<file path="src/rtl/accelerator_dnc_pkg.sv">
// Shared types and constants for the DNC write-head interface vector splitter.
package accelerator_dnc_pkg;

  typedef enum logic [2:0] {
    STARTER_STATE,
    K_STATE,
    BETA_STATE,
    E_STATE,
    V_STATE,
    GA_STATE,
    GW_STATE
  } state_t;

  // Frame length is FIELD_COUNT*Sw + FIELD_COUNT (three vectors, three scalars).
  localparam int unsigned FIELD_COUNT = 3;

endpackage

</file>
<file path="src/rtl/accelerator_interface_vector.sv">
// Splits the serial write-head slice of xi into k, beta, e, v, ga and gw element streams.
module accelerator_interface_vector #(
  parameter int DATA_SIZE    = 64,
  parameter int CONTROL_SIZE = 64,
  parameter int W            = 64
) (
  input  logic                    CLK,
  input  logic                    RST,
  input  logic                    ACCELERATOR_INTERFACE_VECTOR_START,
  output logic                    ACCELERATOR_INTERFACE_VECTOR_READY,
  input  logic [CONTROL_SIZE-1:0] ACCELERATOR_INTERFACE_VECTOR_SIZE_W_IN,
  input  logic                    ACCELERATOR_INTERFACE_VECTOR_XI_IN_ENABLE,
  input  logic [DATA_SIZE-1:0]    ACCELERATOR_INTERFACE_VECTOR_XI_IN,
  output logic                    ACCELERATOR_INTERFACE_VECTOR_K_OUT_ENABLE,
  output logic [DATA_SIZE-1:0]    ACCELERATOR_INTERFACE_VECTOR_K_OUT,
  output logic                    ACCELERATOR_INTERFACE_VECTOR_BETA_OUT_ENABLE,
  output logic [DATA_SIZE-1:0]    ACCELERATOR_INTERFACE_VECTOR_BETA_OUT,
  output logic                    ACCELERATOR_INTERFACE_VECTOR_E_OUT_ENABLE,
  output logic [DATA_SIZE-1:0]    ACCELERATOR_INTERFACE_VECTOR_E_OUT,
  output logic                    ACCELERATOR_INTERFACE_VECTOR_V_OUT_ENABLE,
  output logic [DATA_SIZE-1:0]    ACCELERATOR_INTERFACE_VECTOR_V_OUT,
  output logic                    ACCELERATOR_INTERFACE_VECTOR_GA_OUT_ENABLE,
  output logic [DATA_SIZE-1:0]    ACCELERATOR_INTERFACE_VECTOR_GA_OUT,
  output logic                    ACCELERATOR_INTERFACE_VECTOR_GW_OUT_ENABLE,
  output logic [DATA_SIZE-1:0]    ACCELERATOR_INTERFACE_VECTOR_GW_OUT
);
  import accelerator_dnc_pkg::*;

  typedef logic [CONTROL_SIZE-1:0] ctrl_t;
  localparam ctrl_t W_C = ctrl_t'(W);

  localparam int unsigned F_K    = 0;
  localparam int unsigned F_BETA = 1;
  localparam int unsigned F_E    = 2;
  localparam int unsigned F_V    = 3;
  localparam int unsigned F_GA   = 4;
  localparam int unsigned F_GW   = 5;

  state_t               state_q, state_d;
  ctrl_t                cnt_q, cnt_d;
  ctrl_t                sw_q, sw_d;
  logic [5:0]           en_q, en_d;
  logic                 ready_q, ready_d;
  logic [DATA_SIZE-1:0] data_q [6];
  logic [DATA_SIZE-1:0] data_d [6];

  logic                 xi_en;
  logic                 last_elem;
  logic                 accept;
  int unsigned          sel;

  assign xi_en     = ACCELERATOR_INTERFACE_VECTOR_XI_IN_ENABLE;
  assign last_elem = (cnt_q == sw_q - ctrl_t'(1));

  always_comb begin
    state_d = state_q;
    cnt_d   = cnt_q;
    sw_d    = sw_q;
    en_d    = '0;
    ready_d = 1'b0;
    data_d  = data_q;
    accept  = 1'b0;
    sel     = F_K;

    case (state_q)
      STARTER_STATE: begin
        if (ACCELERATOR_INTERFACE_VECTOR_START) begin
          sw_d    = (ACCELERATOR_INTERFACE_VECTOR_SIZE_W_IN > W_C) ? W_C
                                                                   : ACCELERATOR_INTERFACE_VECTOR_SIZE_W_IN;
          cnt_d   = '0;
          state_d = (sw_d != '0) ? K_STATE : BETA_STATE;
        end
      end
      K_STATE, E_STATE, V_STATE: begin
        sel    = (state_q == K_STATE) ? F_K : (state_q == E_STATE) ? F_E : F_V;
        accept = xi_en;
        if (xi_en) begin
          if (last_elem) begin
            cnt_d   = '0;
            state_d = (state_q == K_STATE) ? BETA_STATE :
                      (state_q == E_STATE) ? V_STATE : GA_STATE;
          end else begin
            cnt_d = cnt_q + ctrl_t'(1);
          end
        end
      end
      BETA_STATE: begin
        sel    = F_BETA;
        accept = xi_en;
        // With Sw = 0 every vector field is empty, so beta hands straight to ga.
        if (xi_en) state_d = (sw_q == '0) ? GA_STATE : E_STATE;
      end
      GA_STATE: begin
        sel    = F_GA;
        accept = xi_en;
        if (xi_en) state_d = GW_STATE;
      end
      GW_STATE: begin
        sel    = F_GW;
        accept = xi_en;
        if (xi_en) begin
          state_d = STARTER_STATE;
          ready_d = 1'b1;
        end
      end
      default: state_d = STARTER_STATE;
    endcase

    if (accept) begin
      en_d[sel]   = 1'b1;
      data_d[sel] = ACCELERATOR_INTERFACE_VECTOR_XI_IN;
    end
  end

  always_ff @(posedge CLK or negedge RST) begin
    if (!RST) begin
      state_q <= STARTER_STATE;
      cnt_q   <= '0;
      sw_q    <= '0;
      en_q    <= '0;
      ready_q <= 1'b0;
      for (int unsigned i = 0; i < 6; i++) data_q[i] <= '0;
    end else begin
      state_q <= state_d;
      cnt_q   <= cnt_d;
      sw_q    <= sw_d;
      en_q    <= en_d;
      ready_q <= ready_d;
      for (int unsigned i = 0; i < 6; i++) data_q[i] <= data_d[i];
    end
  end

  assign ACCELERATOR_INTERFACE_VECTOR_READY           = ready_q;
  assign ACCELERATOR_INTERFACE_VECTOR_K_OUT_ENABLE    = en_q[F_K];
  assign ACCELERATOR_INTERFACE_VECTOR_K_OUT           = data_q[F_K];
  assign ACCELERATOR_INTERFACE_VECTOR_BETA_OUT_ENABLE = en_q[F_BETA];
  assign ACCELERATOR_INTERFACE_VECTOR_BETA_OUT        = data_q[F_BETA];
  assign ACCELERATOR_INTERFACE_VECTOR_E_OUT_ENABLE    = en_q[F_E];
  assign ACCELERATOR_INTERFACE_VECTOR_E_OUT           = data_q[F_E];
  assign ACCELERATOR_INTERFACE_VECTOR_V_OUT_ENABLE    = en_q[F_V];
  assign ACCELERATOR_INTERFACE_VECTOR_V_OUT           = data_q[F_V];
  assign ACCELERATOR_INTERFACE_VECTOR_GA_OUT_ENABLE   = en_q[F_GA];
  assign ACCELERATOR_INTERFACE_VECTOR_GA_OUT          = data_q[F_GA];
  assign ACCELERATOR_INTERFACE_VECTOR_GW_OUT_ENABLE   = en_q[F_GW];
  assign ACCELERATOR_INTERFACE_VECTOR_GW_OUT          = data_q[F_GW];

endmodule
</file>
<file path="config.mk">
export PLATFORM = sky130hd
export DESIGN_NAME = accelerator_interface_vector
export DESIGN_NICKNAME = d
export VERILOG_FILES = /design/src/rtl/accelerator_dnc_pkg.sv /design/src/rtl/accelerator_interface_vector.sv
export SDC_FILE = /design/constraint.sdc
export NUM_CORES = 1
export LEC_CHECK = 0
export BUFFER_PORTS_ARGS = -buffer_cell sky130_fd_sc_hd__buf_2
export CAP_MARGIN = 20
export CELL_PAD_IN_SITES_DETAIL_PLACEMENT = 0
export CELL_PAD_IN_SITES_GLOBAL_PLACEMENT = 1
export CORE_MARGIN = 2
export CORE_UTILIZATION = 30
export DETAILED_ROUTE_END_ITERATION = 10
export PLACE_DENSITY = 0.61
export REMOVE_ABC_BUFFERS = 1
export SETUP_SLACK_MARGIN = 0.4
export SLEW_MARGIN = 20
export SYNTH_ARGS = -nofsm -noshare
export SYNTH_HDL_FRONTEND = slang
export SYNTH_SLANG_ARGS = --single-unit
</file>
<file path="constraint.sdc">
create_clock -name CLK -period 3.9 [get_ports CLK]
set_input_delay 0.585 -clock CLK [delete_from_list [all_inputs] [get_ports CLK]]
set_output_delay 0.585 -clock CLK [all_outputs]
set_load 0.01 [all_outputs]
</file>
Word level (Yosys, flattened, before mapping)

Index checks and enable logic that the tools add are counted.

Add/sub/neg operators: 2
$lt $le $gt $ge: 5
Equal/unequal tests: 13
Multiplexer cells: 28
Bitwise logic cells: 1
Reduce and logical (&&, ||, !) cells: 11

Operator list:

| cell                  | count |
|---|---|
| $bwmux 384            | 1 |
| $mux 64               | 5 |
| $demux 64 s3          | 1 |
| $pmux 64 s2           | 1 |
| $add 64x1->64 const B | 1 |
| $eq 64x64->1          | 1 |
| $gt 64x7->1 const B   | 1 |
| $logic_not 64->1      | 1 |
| $reduce_bool 64->1    | 1 |
| $sub 64x1->64 const B | 1 |
| $ge 33x4->1 const B   | 1 |
| $lt 33x1->1 const B   | 1 |
| $not 32->33           | 1 |
| $ge 32x1->1 const B   | 1 |
| $lt 32x4->1 const B   | 1 |
| $mux 3                | 8 |
| $pmux 3 s5            | 1 |
| $ne 2x2->1 const B    | 6 |
| $pmux 3 s4            | 1 |
| $eq 3x3->1 const B    | 3 |
| $eq 3x2->1 const B    | 2 |
| $mux 1                | 6 |
| $mux 6                | 1 |
| $reduce_and 6->1      | 1 |
| other kinds (10)      | 12 |

Flip-flop bits (word level): 522
Input bits: 132
Word-level logic and storage cells: 71

Longest topological paths before layout

Depth after elaboration: 10
Depth in mapped cells: 15
Depth with buffers taken out: 12

Worst setup path after synthesis

OpenSTA, ideal clock, no wires.

Kind: flip-flop to flip-flop
From: reg sw_q[11]
To: reg cnt_q[44]
Setup time: 0.119 ns
Arrival time: 3.808 ns
Data required time: 3.781 ns
Slack: -0.027 ns
Stages on the path, launching flop included: 14
Buffers on the path: 3
Period minus slack after synthesis: 3.927 ns
Path through: dfrtp_1 > buf_6 > or4_4 > nor4_4 > a32oi_1 > a41o_1 > or4b_1 > or4_1 > nor4_1 > a21oi_1 > nor2_2 > buf_4 > buf_4 > nor2_1

Longest elaborated chain between the ends: 5

Ends and longest elaborated chain:

| item                   | RTL line                            | text |
|---|---|---|
| from (decl)            | accelerator_interface_vector.sv:41  | `ctrl_t sw_q, sw_d;` |
| from (signal assigned) | accelerator_interface_vector.sv:126 | `sw_q <= sw_d;` |
| $sub 64x1->64          | accelerator_interface_vector.sv:53  | `assign last_elem = (cnt_q == sw_q - ctrl_t'(1));` |
| $eq 64x64->1           | accelerator_interface_vector.sv:53  |  |
| $mux 64                | accelerator_interface_vector.sv:78  | `if (last_elem) begin` |
| $mux 64                | accelerator_interface_vector.sv:77  | `if (xi_en) begin` |
| $pmux 64 s2            | accelerator_interface_vector.sv:65  | `case (state_q)` |
| to (signal assigned)   | accelerator_interface_vector.sv:125 | `cnt_q <= cnt_d;` |
| to (decl)              | accelerator_interface_vector.sv:40  | `ctrl_t cnt_q, cnt_d;` |

Every way passes these cells. The select of a mux whose other input is x is not followed.
A chain may end at the register's enable or synchronous reset.

Worst setup path in the final report

From: reg sw_q[12]
To: reg cnt_q[41]

The elaborated chain is that of the path after synthesis.

==> results.py <==
metrics = {
    "status": {
        "outcome": "finished clean",
    },
    "critical_path": {
        "cp_max_fo": 5,
        "crit_slowest_cell": "or4_4",
        "critPathTopFamily": "simple AND/OR/NAND/NOR gates",
        "slowest_delay_ps": 570,
        "path_buf_inv": 5,
        "cp-end-kind": "flip-flop",
        "crit_arrival_ps": 4350,
        "critPathLaunchType": "flip-flop",
        "path_class": "reg -> reg",
        "crit_chain": "or4_4 > nor4_4 > buf_4 > a32oi_1 > a41o_1 > or4b_4 > or4_4 > nor4_4 > buf_4 > a21oi_4 > nor2_4 > buf_6 > buf_12 > clkbuf_16 > nor2_2",
        "cp.required_ps": 4420,
    },
    "synth": {
        "netlist_instances": 2217,
        "synth-seq-cells": 522,
        "yosys.area.top_type": "dfrtp_1",
        "syn_area_per_cell_um2": 10.4,
        "synth_seq_area_share_pct": 56.7,
        "synthArstFlopShare_pct": 100,
        "synth.distinct_cells": 79,
        "synth-edff-count": 0,
        "yosys_warnings": 0,
        "syn_area_mm2": 0.0230,
        "synthTopCellsByArea": "dfrtp_1 57%, nand2_1 11%, mux2_2 9.5%",
        "synth_top_area_share_pct": 56.7,
        "ys.flop_type": "dfrtp_1",
    },
    "cts": {
        "cts_tree": "done",
        "cts_max_level": 2,
        "cts-root-buf": "clkbuf_16",
        "cts.sinks": 522,
        "cts.hold.buffers_added": 0,
        "clkLatencyLatePin_ps": 640,
        "clock_path_buffers": 3,
        "cts_buffers": 57,
        "clkSlewWorstSetupHoldPaths_ps": 60,
    },
    "sta": {
        "rsz0062_at_grt": "true",
        "fmax_ghz": 0.261,
        "setup_tns_ps": 0,
        "hold_violations": 0,
        "timing.final.crit_share_pct": 98.3,
        "finalSetupViolations": 0,
        "worstMarginPinSlew_ps": 976,
        "clock_skew_ps": 38.8,
        "finalCriticalPeriod_ps": 3840,
        "drv_slew": 0,
        "relSlewSlack_pct": 34.9,
    },
    "pwr": {
        "irDropWorstVdd_uv": 323,
        "pwr-share-comb_pct": 9.2,
        "net-switching-power_mw": 3.17,
        "power_frac_clock_pct": 44.2,
        "seqPwrFrac_pct": 46.6,
        "p_sw_share_pct": 25.5,
        "internal_power_mw": 9.26,
        "p_leak_nw": 15.8,
        "powerDensity_mw_per_mm2": 408,
    },
    "worst_hold_path": {
        "hold_path_class": "in -> async",
    },
    "place": {
        "place_inst": 3786,
        "io_buffers": 522,
        "gp_congestion": 0.911,
        "dp_hpwl_mm": 61.5,
        "placed_cell_area_mm2": 0.0277,
    },
    "finish": {
        "drive_above_1_share_pct": 37.2,
        "fin_area_mm2": 0.0305,
        "nFillCells": 7481,
        "area_growth_pct": 32.5,
        "layout.nets": 2987,
        "fin_cells": 3931,
    },
    "die": {
        "die_x_um": 281,
        "core_area_mm2": 0.0759,
        "pin_count": 523,
        "die_area_mm2": 0.0790,
        "die_h_um": 281,
        "initial_core_util_pct": 30.3,
        "rows": 101,
    },
    "routing": {
        "wl_met3_mm": 6.00,
        "vias": 19056,
        "routed_wl_mm": 86.0,
        "first_iter_violations": 1339,
        "top_layer_used": "met4",
        "ant_nets": 0,
        "met2_length_mm": 41.5,
        "wl_per_cell_um": 21.9,
        "vias_per_cell": 4.85,
        "drtPass1Iterations": 5,
        "drc": 0,
        "wl_met1_mm": 36.8,
    },
    "global_route": {
        "globalRouteOverflowTotal": 0,
        "grt_pass1_vias": 19622,
        "antenna_found_initial": 6,
        "grt_pass1_wl_mm": 130,
        "grt_max_degree": 100,
        "track_usage_pct": 21.5,
    },
    "run": {
        "max_cap_viol_count": 0,
    },
}
==> cells in the mapped netlist (all sizes together), types with 12 or more instances <==
| cell type | count |
|---|---|
| a21oi | 17 |
| and2 | 65 |
| and3 | 18 |
| buf | 22 |
| clkbuf | 89 |
| dfrtp | 522 |
| inv | 20 |
| mux2 | 194 |
| nand2 | 646 |
| nand3 | 56 |
| nand4 | 33 |
| nor2 | 108 |
| nor3 | 32 |
| nor4 | 60 |
| o21ai | 30 |
| or3 | 12 |
| xnor2 | 58 |
| xor2 | 82 |
==> per-stage QoR <==
stage          utilization, %  hold WS [ps]  power (mW)  worst slack [ps]
5_1_grt                  40.2          89.5        12.9             -64.2
2_1_floorplan               -           289        6.32             -1910
3_5_place_dp             36.4           457        6.99              -160
4_1_cts                  39.6          67.1        12.6               169
3_3_place_gp             36.4           455        6.98              -279
6_report                 40.2          47.2        12.4              64.7
==> repair_timing <==
action,CTS,global route
pin swaps,22,27
cloned,4,3
resized for setup,41,84
setup buffers,26,4
setup endpoints to repair,67,67
==> cell usage in the layout (no fill, tap or decap), drive strengths merged, types with 16 or more instances in the layout <==
master / synthesis / layout
buf: 22 / 684
xor2: 82 / 82
dfrtp: 522 / 522
xnor2: 58 / 58
nor4: 60 / 60
mux2: 194 / 194
and2: 65 / 65
and3: 18 / 18
nand2: 646 / 646
nor2: 108 / 108
o21ai: 30 / 30
nand4: 33 / 33
clkinv: 0 / 16
nand3: 56 / 56
a21oi: 17 / 17
inv: 20 / 22
clkbuf: 89 / 85
nor3: 32 / 32
==> worst reg2reg max path, stage by stage, from the launching register on <==
cell and delay (ps):
dfrtp_1 380, or4_4 570, nor4_4 170, buf_4 170, a32oi_1 90, a41o_1 240, or4b_4 540, or4_4 500
nor4_4 270, buf_4 160, a21oi_4 60, nor2_4 130, buf_6 120, buf_12 120, clkbuf_16 170, nor2_2 40
==> flip-flops by register name, indices dropped and copies added (netlist names) <==
name / count
en_q: 6
cnt_q: 64
state_q: 3
ACCELERATOR_INTERFACE_VECTOR_V_OUT: 64
ACCELERATOR_INTERFACE_VECTOR_GW_OUT: 64
ACCELERATOR_INTERFACE_VECTOR_GA_OUT: 64
ACCELERATOR_INTERFACE_VECTOR_READY: 1
ACCELERATOR_INTERFACE_VECTOR_BETA_OUT: 64
ACCELERATOR_INTERFACE_VECTOR_K_OUT: 64
sw_q: 64
ACCELERATOR_INTERFACE_VECTOR_E_OUT: 64
==> metal layers <==
layer / vias to the layer above / GRT usage, %
li1: 8721 / -
met1: 9640 / 28.2
met2: 578 / 35.6
met3: 117 / 5.68
met4: 0 / 4.73
met5: - / 0
==> power by group through the flow <==
stage | combinational (mW) | clock [mW] | sequential (mW)
floorplan | 0.371 | 0 | 5.95
global placement | 1.10 | 0 | 5.88
detailed placement | 1.11 | 0 | 5.88
CTS | 1.14 | 5.63 | 5.79
global route | 1.24 | 5.84 | 5.82
finish | 1.14 | 5.50 | 5.80
==> worst paths after layout <==
check	start	endpoint	slack (ps)	cells after the start
min in group CLK	ACCELERATOR_INTERFACE_VECTOR_XI_IN[22]	ACCELERATOR_INTERFACE_VECTOR_GW_OUT[22]	220	3
max in group asynchronous	RST	ACCELERATOR_INTERFACE_VECTOR_K_OUT[12]	2720	2
min	RST	state_q[1]	50	1
max reg2reg	sw_q[12]	cnt_q[41]	60	15
max	sw_q[12]	cnt_q[41]	60	15
min reg2reg	ACCELERATOR_INTERFACE_VECTOR_GW_OUT[21]	ACCELERATOR_INTERFACE_VECTOR_GW_OUT[21]	470	2
==> kinds of logic after synthesis <==
group | synth area share, %
DFF | 56.7
xor gates and xnor gates | 5.42
and+or+nand+nor | 22.1
buffers and inverters | 2.25
adders and majority gates | 0.163
AOI/OAI and AO/OA | 3.54
muxes | 9.79
==> area by class of cell <==
cell class | instances | area [um2] | area share [%]
clock buffer | 82 | 1620 | 5.31
clock inverter | 24 | 269 | 0.882
timing repair buffer | 687 | 4220 | 13.8
inverter | 20 | 75.1 | 0.246
tap | 1030 | 1290 | 4.23
multi-input combinational | 1564 | 9960 | 32.6
sequential | 522 | 13100 | 42.8
antenna | 2 | 5.00 | 0.0164
(Power assumes the default switching activity.)
